===== src/rtl/switch_pkg.sv =====
// Shared defaults and packet-layout helpers for the N-port packet switch.
// Packet word layout, MSB first: {src[PW], dst[PW], payload[DATA_W]}.
package switch_pkg;

    localparam int DEF_NUM_PORTS  = 4;
    localparam int DEF_DATA_W     = 8;
    localparam int DEF_FIFO_DEPTH = 4;
    localparam int DEF_CNT_W      = 16;

    function automatic int pw_of(input int num_ports);
        return (num_ports < 2) ? 1 : $clog2(num_ports);
    endfunction

    function automatic int pkt_w_of(input int num_ports, input int data_w);
        return 2 * pw_of(num_ports) + data_w;
    endfunction

    function automatic int payload_lsb();
        return 0;
    endfunction

    function automatic int dst_lsb(input int data_w);
        return data_w;
    endfunction

    function automatic int src_lsb(input int num_ports, input int data_w);
        return data_w + pw_of(num_ports);
    endfunction

endpackage


===== src/rtl/switch_nport_rr_arbiter.sv =====
// Combinational round-robin arbiter: searches req starting at ptr, wrapping
// modulo N, and returns a one-hot grant plus its index. Pointer lives in the parent.
module rr_arbiter #(
    parameter  int N  = 4,
    localparam int IW = (N < 2) ? 1 : $clog2(N)
) (
    input  logic [N-1:0]  req,
    input  logic [IW-1:0] ptr,
    output logic [N-1:0]  gnt,
    output logic [IW-1:0] gnt_idx,
    output logic          gnt_any
);

    int            idx_s;
    logic [IW-1:0] idx_v_s;
    logic          hit_s;

    // First requester at or after ptr wins; later hits are masked by gnt_any.
    always_comb begin
        gnt     = {N{1'b0}};
        gnt_idx = {IW{1'b0}};
        gnt_any = 1'b0;
        idx_s   = 0;
        idx_v_s = {IW{1'b0}};
        hit_s   = 1'b0;
        for (int k = 0; k < N; k++) begin
            idx_s        = ((int'(ptr) + k) >= N) ? (int'(ptr) + k - N) : (int'(ptr) + k);
            idx_v_s      = IW'(idx_s);
            hit_s        = ~gnt_any & req[idx_v_s];
            gnt[idx_v_s] = gnt[idx_v_s] | hit_s;
            gnt_idx      = hit_s ? idx_v_s : gnt_idx;
            gnt_any      = gnt_any | hit_s;
        end
    end

endmodule


===== src/rtl/switch_nport.sv =====
// N-port packet switch: per-input FIFOs, per-output register slot with
// round-robin arbitration; packets with an out-of-range dst are counted and discarded.
module switch_nport
    import switch_pkg::*;
#(
    parameter  int NUM_PORTS  = DEF_NUM_PORTS,
    parameter  int DATA_W     = DEF_DATA_W,
    parameter  int FIFO_DEPTH = DEF_FIFO_DEPTH,
    parameter  int CNT_W      = DEF_CNT_W,
    localparam int PW         = pw_of(NUM_PORTS),
    localparam int PKT_W      = pkt_w_of(NUM_PORTS, DATA_W)
) (
    input  logic                                clk,
    input  logic                                rst_n,
    input  logic [NUM_PORTS-1:0]                in_valid,
    output logic [NUM_PORTS-1:0]                in_ready,
    input  logic [NUM_PORTS-1:0][PKT_W-1:0]     in_data,
    output logic [NUM_PORTS-1:0]                out_valid,
    input  logic [NUM_PORTS-1:0]                out_ready,
    output logic [NUM_PORTS-1:0][PKT_W-1:0]     out_data,
    output logic [NUM_PORTS-1:0][CNT_W-1:0]     drop_cnt
);

    localparam int             AW       = $clog2(FIFO_DEPTH);
    localparam int             DST_LSB  = dst_lsb(DATA_W);
    localparam logic [PW:0]    PORT_LIM = (PW+1)'(NUM_PORTS);
    localparam logic [AW:0]    FULL_CNT = (AW+1)'(FIFO_DEPTH);

    logic [NUM_PORTS-1:0]                  empty_s;
    logic [NUM_PORTS-1:0]                  wr_s;
    logic [NUM_PORTS-1:0]                  drop_s;
    logic [NUM_PORTS-1:0]                  pop_s;
    logic [NUM_PORTS-1:0]                  load_ok_s;
    logic [NUM_PORTS-1:0][PKT_W-1:0]       head_s;
    logic [NUM_PORTS-1:0][PW-1:0]          head_dst_s;
    // Both matrices are indexed [output][input].
    logic [NUM_PORTS-1:0][NUM_PORTS-1:0]   req_s;
    logic [NUM_PORTS-1:0][NUM_PORTS-1:0]   gnt_s;

    for (genvar i = 0; i < NUM_PORTS; i++) begin : g_in
        logic [FIFO_DEPTH-1:0][PKT_W-1:0] mem_r;
        logic [AW-1:0]                    wr_ptr_r;
        logic [AW-1:0]                    rd_ptr_r;
        logic [AW:0]                      count_r;
        logic [CNT_W-1:0]                 drop_cnt_r;
        logic                             dst_ok_s;

        assign dst_ok_s      = ({1'b0, in_data[i][DST_LSB +: PW]} < PORT_LIM);
        assign in_ready[i]   = (count_r != FULL_CNT);
        assign wr_s[i]       = in_valid[i] & in_ready[i] & dst_ok_s;
        assign drop_s[i]     = in_valid[i] & in_ready[i] & ~dst_ok_s;
        assign empty_s[i]    = (count_r == (AW+1)'(0));
        assign head_s[i]     = mem_r[rd_ptr_r];
        assign head_dst_s[i] = head_s[i][DST_LSB +: PW];
        assign drop_cnt[i]   = drop_cnt_r;

        // Storage array: contents are only meaningful below count_r, so no reset.
        always_ff @(posedge clk) begin
            if (wr_s[i]) begin
                mem_r[wr_ptr_r] <= in_data[i];
            end
        end

        // FIFO pointers and occupancy; simultaneous write and pop leave count unchanged.
        always_ff @(posedge clk or negedge rst_n) begin
            if (!rst_n) begin
                wr_ptr_r <= {AW{1'b0}};
                rd_ptr_r <= {AW{1'b0}};
                count_r  <= {(AW+1){1'b0}};
            end else begin
                if (wr_s[i]) begin
                    wr_ptr_r <= wr_ptr_r + AW'(1);
                end
                if (pop_s[i]) begin
                    rd_ptr_r <= rd_ptr_r + AW'(1);
                end
                case ({wr_s[i], pop_s[i]})
                    2'b10:   count_r <= count_r + (AW+1)'(1);
                    2'b01:   count_r <= count_r - (AW+1)'(1);
                    default: count_r <= count_r;
                endcase
            end
        end

        // Saturating count of packets discarded for an out-of-range destination.
        always_ff @(posedge clk or negedge rst_n) begin
            if (!rst_n) begin
                drop_cnt_r <= {CNT_W{1'b0}};
            end else if (drop_s[i] && (drop_cnt_r != {CNT_W{1'b1}})) begin
                drop_cnt_r <= drop_cnt_r + CNT_W'(1);
            end
        end
    end

    // Each FIFO head requests exactly the output named by its dst field.
    always_comb begin
        req_s = {(NUM_PORTS*NUM_PORTS){1'b0}};
        pop_s = {NUM_PORTS{1'b0}};
        for (int o = 0; o < NUM_PORTS; o++) begin
            for (int i = 0; i < NUM_PORTS; i++) begin
                req_s[o][i] = ~empty_s[i] & (head_dst_s[i] == PW'(o));
                pop_s[i]    = pop_s[i] | gnt_s[o][i];
            end
        end
    end

    for (genvar o = 0; o < NUM_PORTS; o++) begin : g_out
        logic [PW-1:0]        rr_r;
        logic                 valid_r;
        logic [PKT_W-1:0]     data_r;
        logic [NUM_PORTS-1:0] arb_gnt_s;
        logic [PW-1:0]        gnt_idx_s;
        logic                 gnt_any_s;

        rr_arbiter #(
            .N (NUM_PORTS)
        ) u_arb (
            .req     (req_s[o]),
            .ptr     (rr_r),
            .gnt     (arb_gnt_s),
            .gnt_idx (gnt_idx_s),
            .gnt_any (gnt_any_s)
        );

        // The slot can take a new word if empty or draining this cycle.
        assign load_ok_s[o] = ~valid_r | out_ready[o];
        assign gnt_s[o]     = load_ok_s[o] ? arb_gnt_s : {NUM_PORTS{1'b0}};
        assign out_valid[o] = valid_r;
        assign out_data[o]  = data_r;

        // Output slot and round-robin pointer; data holds while stalled.
        always_ff @(posedge clk or negedge rst_n) begin
            if (!rst_n) begin
                rr_r    <= {PW{1'b0}};
                valid_r <= 1'b0;
                data_r  <= {PKT_W{1'b0}};
            end else if (load_ok_s[o]) begin
                valid_r <= gnt_any_s;
                if (gnt_any_s) begin
                    data_r <= head_s[gnt_idx_s];
                    rr_r   <= (gnt_idx_s == PW'(NUM_PORTS - 1)) ? {PW{1'b0}} : (gnt_idx_s + PW'(1));
                end
            end
        end
    end

endmodule


===== config.mk =====
export PLATFORM = sky130hd
export DESIGN_NAME = switch_nport
export DESIGN_NICKNAME = d
export VERILOG_FILES = /design/src/rtl/switch_pkg.sv /design/src/rtl/switch_nport_rr_arbiter.sv /design/src/rtl/switch_nport.sv
export SDC_FILE = /design/constraint.sdc
export NUM_CORES = 1
export LEC_CHECK = 0
export ABC_AREA = 1
export CAP_MARGIN = 0
export CORE_MARGIN = 2
export CORE_UTILIZATION = 50
export DETAILED_ROUTE_END_ITERATION = 7
export PLACE_DENSITY = 0.72
export SLEW_MARGIN = 25
export SYNTH_ARGS = -nofsm -noshare
export SYNTH_HDL_FRONTEND = slang
export SYNTH_HIERARCHICAL = 1
export SYNTH_SLANG_ARGS = --single-unit

===== constraint.sdc =====
create_clock -name clk -period 4.6 [get_ports clk]
set_input_delay 0.46 -clock clk [delete_from_list [all_inputs] [get_ports clk]]
set_output_delay 0.46 -clock clk [all_outputs]
set_load 0.05 [all_outputs]

# Yosys cells after proc, flatten, opt, wreduce, memory -nomap -nowiden
# Index checks and enable logic that the tools add are counted.
[op_classes]
add_sub_neg = 48
order_cmp = 64
n_eq_ne = 28
mux = 180
bitwise_logic = 100
n_reduce_logical = 36
[op_table]
columns = ["op", "n"]
rows = [
  ["12-bit binary-select mux with 2-bit select", 8],
  ["48-bit bitwise mux", 4],
  ["12-bit two-way mux", 12],
  ["12-bit demux with 2-bit select", 4],
  ["2-bit by 3-bit < comparator with 1-bit output, second input constant", 28],
  ["2-bit two-way mux", 36],
  ["1-bit binary-select mux with 2-bit select", 32],
  ["4-bit bitwise mux", 12],
  ["1-bit two-way mux", 48],
  ["1-bit bitwise OR", 44],
  ["2-bit by 1-bit greater-or-equal comparator with 1-bit output, second input constant", 20],
  ["3-bit greater-or-equal comparator, second input constant", 12],
  ["1-bit AND", 32],
  ["1-bit demux with 2-bit select", 16],
  ["2-bit == test, second input constant", 16],
  ["2-bit by 1-bit subtractor with 2-bit output, second input constant", 16],
  ["2-bit by 1-bit adder with 2-bit output, second input constant", 12],
  ["2-bit by 2-bit adder with 3-bit output, second input constant", 8],
  ["3-bit case mux with 2 select lines", 4],
  ["1-bit logical AND", 20],
  ["1-bit inverter", 20],
  ["4-bit AND", 4],
  ["2-bit by 1-bit == test with 1-bit output, second input constant", 8],
  ["4-bit two-way mux", 4],
  ["other kinds (9)", 36],
]
[word_totals]
regBits = 280
in_bits = 58
out_inout_bits = 120
word_cells = 496

# Depth between registers and ports, before layout
# Gate-level depths: netlist (run 1).
[depth]
word_depth = 26
depth_mapped = 35
ltp_nobuf = 34

# Hierarchy
# The synthesis (run 1) kept the hierarchy.
[modules_own_cells]
columns = ["mod", "instances", "cells_each", "area_per_inst_um2", "seq_area_each_um2"]
rows = [
  ["switch_nport", 1, 1550, 14365.0, 7967.6],
  ["rr_arbiter", 4, 106, 563.0, 0.0],
]

# Worst setup path before layout (run 1)
# No wires, ideal clock.
[synth_timing]
path_kind = "reg2reg"
startpoint = "reg g_in[3].rd_ptr_r[0]"
endpoint = "reg g_in[3].count_r[2]"
setup_ns = 0.131
arrival_ns = 3.522
t_required_ns = 4.469
path_slack_ns = 0.947
stages_incl_launch_ff = 35
path_buffers = 1
period_less_slack_ns = 3.653
cell_sequence = "dfrtp_1 -> buf_6 -> inv_6 -> nand2_1 -> nand3_1 -> nand2_1 -> nand2_1 -> nor2_1 -> inv_1 -> nand2_1 -> nand3_1 -> nand2_4 -> nand3_1 -> nand3_1 -> nand2_2 -> nand3_1 -> nand3_1 -> nand3_2 -> nand2_2 -> nand3_1 -> nand3_1 -> nand2_1 -> nand2_1 -> nand3_2 -> nand2_1 -> nand2_1 -> inv_1 -> o22ai_1 -> nor2_1 -> inv_1 -> ha_1 -> fa_1 -> a21oi_1 -> o21ai_0 -> xor2_1"
[synth_lines]
columns = ["item", "line", "source"]
rows = [
  ["start: declaration", "switch_nport.sv:43", "logic [AW-1:0] rd_ptr_r;"],
  ["start signal: assignment", "switch_nport.sv:68", "rd_ptr_r <= {AW{1'b0}};"],
  ["start signal: assignment", "switch_nport.sv:75", "rd_ptr_r <= rd_ptr_r + AW'(1);"],
  ["end signal: assignment", "switch_nport.sv:69", "count_r <= {(AW+1){1'b0}};"],
  ["end signal: assignment", "switch_nport.sv:78", "2'b10: count_r <= count_r + (AW+1)'(1);"],
  ["end signal: assignment", "switch_nport.sv:79", "2'b01: count_r <= count_r - (AW+1)'(1);"],
  ["end: declaration", "switch_nport.sv:44", "logic [AW:0] count_r;"],
]

==> results.json, run 1 <==
{
  "worstMarginPinSlew_ps": 910,
  "crit_type": "flip-flop to flip-flop",
  "antenna_left": 0,
  "start_util_pct": 50.9,
  "skew_ps": 14.3,
  "dp_cells": 2515,
  "cpMaxStageDelayCell": "dfrtp_2",
  "r2r_setup_slack_ps": 360,
  "tritoncts": "done",
  "ys_types": 33,
  "wire_per_inst_um": 17.9,
  "routed_via_density": 5.36,
  "synth_ff_type": "edfxtp_1",
  "numCtsBuffers": 31,
  "syn_inst": 1974,
  "grt_pass1_vias": 13000,
  "synth_area_um2": 16600,
  "crit_required_ps": 5050,
  "outcome": "completed",
  "drv_cap": 0,
  "synth_edf_count": 192,
  "fin_crit_ps": 4240,
  "die_y_um": 186,
  "antenna_found_initial": 0,
  "die_w_um": 186,
  "ys_seq_area_share_pct": 47.9,
  "grt_pass1_wl_um": 71700,
  "grt_use_total_pct": 26.1,
  "critPathMaxFanout": 7,
  "fin_crit_sh_pct": 92.2,
  "synth-async-reset-ratio_pct": 31.4,
  "path_delay_family": "simple AND/OR/NAND/NOR gates",
  "final_cell_mix": "755 x nand2_1, 297 x nand3_1, 192 x edfxtp_1",
  "drive_gt1_share_pct": 15.8,
  "drc": 0,
  "routed_wl_um": 46400,
  "syn2layout_area_growth_pct": 16.4,
  "clk_latency_ps": 570,
  "crit_arrival_ps": 4690,
  "coreArea_um2": 32600,
  "die_area_um2": 34700,
  "syn_area_per_cell_um2": 8.42,
  "htree_levels": 1,
  "dr.pass1.iters": 8,
  "cts.sinks": 280,
  "vias": 13900,
  "ys_ff_latch": 280,
  "row_count": 66,
  "place_hpwl_um": 33900,
  "cp-end-kind": "flip-flop",
  "max_slew_margin_pct": 39.3,
  "grt_max_degree": 47,
  "setup_viol": 0,
  "grt_overflow": 0,
  "layout_commonest_cell": "nand2_1",
  "hold_viol": 0,
  "gp_congestion": 0.951,
  "yosys_warnings": 6,
  "fin_cells": 2588,
  "cp-start-kind": "flip-flop",
  "clock_path_buffers": 3,
  "critPathBufInv": 5,
  "cp_common_cell": "nand2_1",
  "io_buffer_count": 113,
  "io_pins": 178,
  "fin_util_pct": 59.3,
  "min_path_type": "input pin to asynchronous set/reset pin",
  "finalMaxSlewViolations": 0,
  "num-nets-final": 2224,
  "num_antenna_cells": 0,
  "fmax_mhz": 236,
  "max_stage_delay_ps": 480,
  "drt-initial-drc-count": 1284,
  "fill_cells": 2879,
  "path_clk_slew_ps": 60,
  "clock-root-buffer": "clkbuf_16"
}
[kinds of logic after synthesis]
kind of cell	count (synthesis)	share of synthesized area [%]
DFF	280	47.9
xor gates and xnor gates	12	0.632
buffers and inverters	294	10.5
and+or+nand+nor	1272	35.0
adders and majority gates	44	3.49
AOI/OAI and AO/OA	71	2.36
other	1	0.0226
[cells in the mapped netlist (28+ instances only)]
| master | number | share of area [%] |
|---|---|---|
| nand2_2 | 40 | 1.5 |
| buf_4 | 88 | 4.0 |
| nand2_1 | 761 | 17 |
| inv_1 | 130 | 2.9 |
| nand3_2 | 68 | 4.1 |
| o21ai_0 | 29 | 0.87 |
| edfxtp_1 | 192 | 35 |
| dfrtp_1 | 88 | 13 |
| buf_2 | 28 | 0.84 |
| nor2_1 | 71 | 1.6 |
| ha_1 | 40 | 3.0 |
| nand3_1 | 312 | 9.4 |
[timing repair]
item / 4_1_cts / 5_1_grt
resized for setup: 0 / 55
hold buffers: 1 / 0
setup endpoints to repair: 0 / 9
endpoints found under the hold margin: 21 / 0
setup buffers: 0 / 15
[final cells by class]
| type | instances | area (um^2) | area share (%) |
|---|---|---|---|
| clock buffers | 35 | 791 | 4.09 |
| clock inverters | 22 | 280 | 1.45 |
| inverters | 154 | 656 | 3.39 |
| multi-input cells | 1463 | 7360 | 38.1 |
| flip-flops and latches | 280 | 7980 | 41.2 |
| well taps | 442 | 553 | 2.86 |
| repair buffers | 192 | 1720 | 8.92 |
[metal layers]
metal	GRT usage, %	wire, um	share of wire (%)
met5	0	0	0
met4	8.37	1450	3.1
met3	3.99	3700	8.0
met2	44.3	22300	48
met1	34.3	18900	41
[state kept, by name (all words and copies together) (netlist names)]
signal	cells
g_out.rr_r	8
g_in.wr_ptr_r	8
g_in.mem_r	192
g_in.rd_ptr_r	8
g_out.data_r	48
g_in.count_r	12
g_out.valid_r	4
[worst reg2reg max path, delay by kind of cell (launching register included)]
kind            cells  cell delay [ps]
fa+ha+maj           2              580
compound gates      3              330
simple gates       20             2260
buf+inv             5              340
xor+xnor            1              140
flops               1              480
[stage by stage]
step / setup WS [ps] / instance area [um^2] / setup TNS (ps) / hold WS, ps
after CTS: 31.7 / 19000 / 0 / 480
final: 357 / 19300 / 0 / 476
after global routing: -20.6 / 19300 / -26.5 / 499
after global placement: 175 / 17900 / 0 / 465
after detailed placement: 96.0 / 18000 / 0 / 465
after floorplan: 947 / 16900 / 0 / 164
[final timing paths]
path / startpoint / endpoint / depth (start not counted)
max: g_in[2].rd_ptr_r[0]$_DFFE_PN0N_ / g_in[3].count_r[2]$_DFFE_PN0P_ / 31
min: rst_n / g_in[2].wr_ptr_r[0]$_DFFE_PN0P_ / 2
max reg2reg: g_in[2].rd_ptr_r[0]$_DFFE_PN0N_ / g_in[3].count_r[2]$_DFFE_PN0P_ / 31
min reg2reg: g_in[1].count_r[0]$_DFFE_PN0P_ / g_in[1].count_r[0]$_DFFE_PN0P_ / 1
max in group asynchronous: rst_n / g_in[0].rd_ptr_r[0]$_DFFE_PN0N_ / 3
min in group clk: g_in[1].count_r[0]$_DFFE_PN0P_ / g_in[1].count_r[0]$_DFFE_PN0P_ / 1
Power of run 1 is not shown: default switching activity piles up to over one toggle a cycle in this logic, so the estimate is an artifact.
==> run 2: changes to the inputs <==
--- a/config.mk
+++ b/config.mk
@@ -9,7 +9,9 @@
 export CAP_MARGIN = 0
 export CORE_MARGIN = 2
 export CORE_UTILIZATION = 50
+export CTS_CLUSTER_SIZE = 24
 export DETAILED_ROUTE_END_ITERATION = 7
+export GPL_TIMING_DRIVEN = 0
 export PLACE_DENSITY = 0.72
 export SLEW_MARGIN = 25
 export SYNTH_ARGS = -nofsm -noshare
==> results.json, run 2 (same netlist as run 1, synthesis figures left out) <==
{
  "fmax_mhz": 229,
  "vias": 14300,
  "wire_per_inst_um": 18.2,
  "hold_viol": 0,
  "die_w_um": 186,
  "dr.pass1.iters": 6,
  "timing.rr.start": "g_in[0].rd_ptr_r[1]$_DFFE_PN0N_",
  "fin_cells": 2668,
  "outcome": "completed",
  "drt-initial-drc-count": 1387,
  "setup_viol": 0,
  "drc": 0,
  "fill_cells": 2746,
  "crit_arrival_ps": 4800,
  "drv_cap": 0,
  "num_antenna_cells": 0,
  "top_regs": "g_in.mem_r x192, g_out.data_r x48, g_in.count_r x12",
  "routed_via_density": 5.38,
  "cpMaxStageDelayCell": "dfrtp_2",
  "grt_overflow": 0,
  "grt_use_total_pct": 27.2,
  "syn2layout_area_growth_pct": 20.5,
  "wl_met2_um": 23300,
  "die_area_um2": 34700,
  "min_path_type": "input pin to asynchronous set/reset pin",
  "drive_gt1_share_pct": 19.0,
  "io_buffer_count": 113,
  "layout_commonest_cell": "nand2_1",
  "final_cell_mix": "751 x nand2_1, 294 x nand3_1, 192 x edfxtp_1",
  "cp_common_cell": "nand3_1",
  "row_count": 66,
  "num-nets-final": 2304,
  "grt_pass1_vias": 13300,
  "numCtsBuffers": 30,
  "max_stage_delay_ps": 470,
  "skew_ps": 10.8,
  "antenna_left": 0,
  "place_hpwl_um": 36500,
  "pre_cts_ws_ps": -286,
  "io_pins": 178,
  "cts.sinks": 280,
  "clock_path_buffers": 3,
  "worstMarginPinSlew_ps": 804,
  "fin_ws_ps": 241,
  "worst_r2r_path_depth": 31,
  "wl_met3_um": 3470,
  "routed_wl_um": 48400,
  "timing.hold.ws_ps": 355,
  "crit_start": "g_in[0].rd_ptr_r[1]$_DFFE_PN0N_",
  "grt_pass1_wl_um": 74000,
  "dp_cells": 2593,
  "htree_levels": 1,
  "fin_crit_sh_pct": 94.8,
  "path_clk_slew_ps": 60,
  "clock-root-buffer": "clkbuf_16",
  "regMostFlops": "g_in.mem_r",
  "cp-end-kind": "flip-flop",
  "antenna_found_initial": 1,
  "die_y_um": 186,
  "grt_max_degree": 58,
  "fin_util_pct": 61.4,
  "gp_congestion": 1.03,
  "coreArea_um2": 32600,
  "tritoncts": "done",
  "wl_met1_um": 19900,
  "routed.top_layer": "met5",
  "fin_crit_ps": 4360,
  "crit_type": "flip-flop to flip-flop",
  "clk_latency_ps": 560,
  "crit_required_ps": 5040,
  "critPathMaxFanout": 7,
  "finalMaxSlewViolations": 0,
  "cp-start-kind": "flip-flop",
  "max_slew_margin_pct": 46.3,
  "largest_reg_flops": 192,
  "start_util_pct": 50.9
}
run 2: cell count changes in the layout (fill, tap and decap cells not counted), moves of 6 or more:
cell,previous run,this run
buf_2,0,28
buf_4,79,105
nand3_4,5,14
buf_6,0,21
nor2_1,49,42
nand3_2,82,76
run 2: final timing paths:
| path | end | slack (ps) |
|---|---|---|
| setup / recovery | g_in[0].count_r[2]$_DFFE_PN0P_ | 240 |
| hold / removal | g_in[2].count_r[1]$_DFFE_PN0P_ | 350 |
| setup reg to reg | g_in[0].count_r[2]$_DFFE_PN0P_ | 240 |
| hold reg to reg | g_in[1].count_r[0]$_DFFE_PN0P_ | 480 |
| max in group asynchronous | g_in[3].rd_ptr_r[1]$_DFFE_PN0P_ | 3600 |
| min in group clk | g_in[1].count_r[0]$_DFFE_PN0P_ | 480 |
run 2: critical path: cells and delay by family, from the launching register on:
kind | cells | cell delay, ps
buffers and inverters | 5 | 520
DFF | 1 | 470
and+or+nand+nor | 20 | 2190
xor gates and xnor gates | 1 | 150
AOI/OAI and AO/OA | 3 | 330
adders and majority gates | 2 | 580
run 2: cell type report:
| type | instances | area [um^2] | area share [%] |
|---|---|---|---|
| Sequential cell | 280 | 7970 | 39.8 |
| Multi-Input combinational cell | 1463 | 7480 | 37.4 |
| Timing Repair Buffer | 133 | 1320 | 6.58 |
| Buffer | 140 | 1090 | 5.45 |
| Clock buffer | 37 | 798 | 3.99 |
| Inverter | 154 | 661 | 3.30 |
| Tap cell | 442 | 553 | 2.76 |
| Clock inverter | 19 | 153 | 0.762 |
run 2: metal layers:
| metal | up-vias | GRT usage [%] |
|---|---|---|
| met5 | - | 0 |
| met4 | 2 | 9.17 |
| met3 | 116 | 3.16 |
| met2 | 651 | 45.8 |
| met1 | 6788 | 36.6 |
| li1 | 6785 | - |
run 2: through the flow:
stage,cell area (um^2),setup TNS [ps]
global route,20000,-361
global placement,18500,-44100
floorplan,16900,0
CTS,19600,0
detailed placement,18600,-1030
finish,20000,0
run 2: timing repair:
| action | in CTS | in global routing |
|---|---|---|
| hold buffers | 1 | 0 |
| gates resized for setup | 11 | 70 |
| setup endpoints to repair | 8 | 9 |
| pin swaps | 0 | 14 |
| hold endpoints to repair | 31 | 0 |
| gates cloned | 0 | 0 |
| setup buffers | 0 | 18 |
Power of run 2 is left out for the same reason.
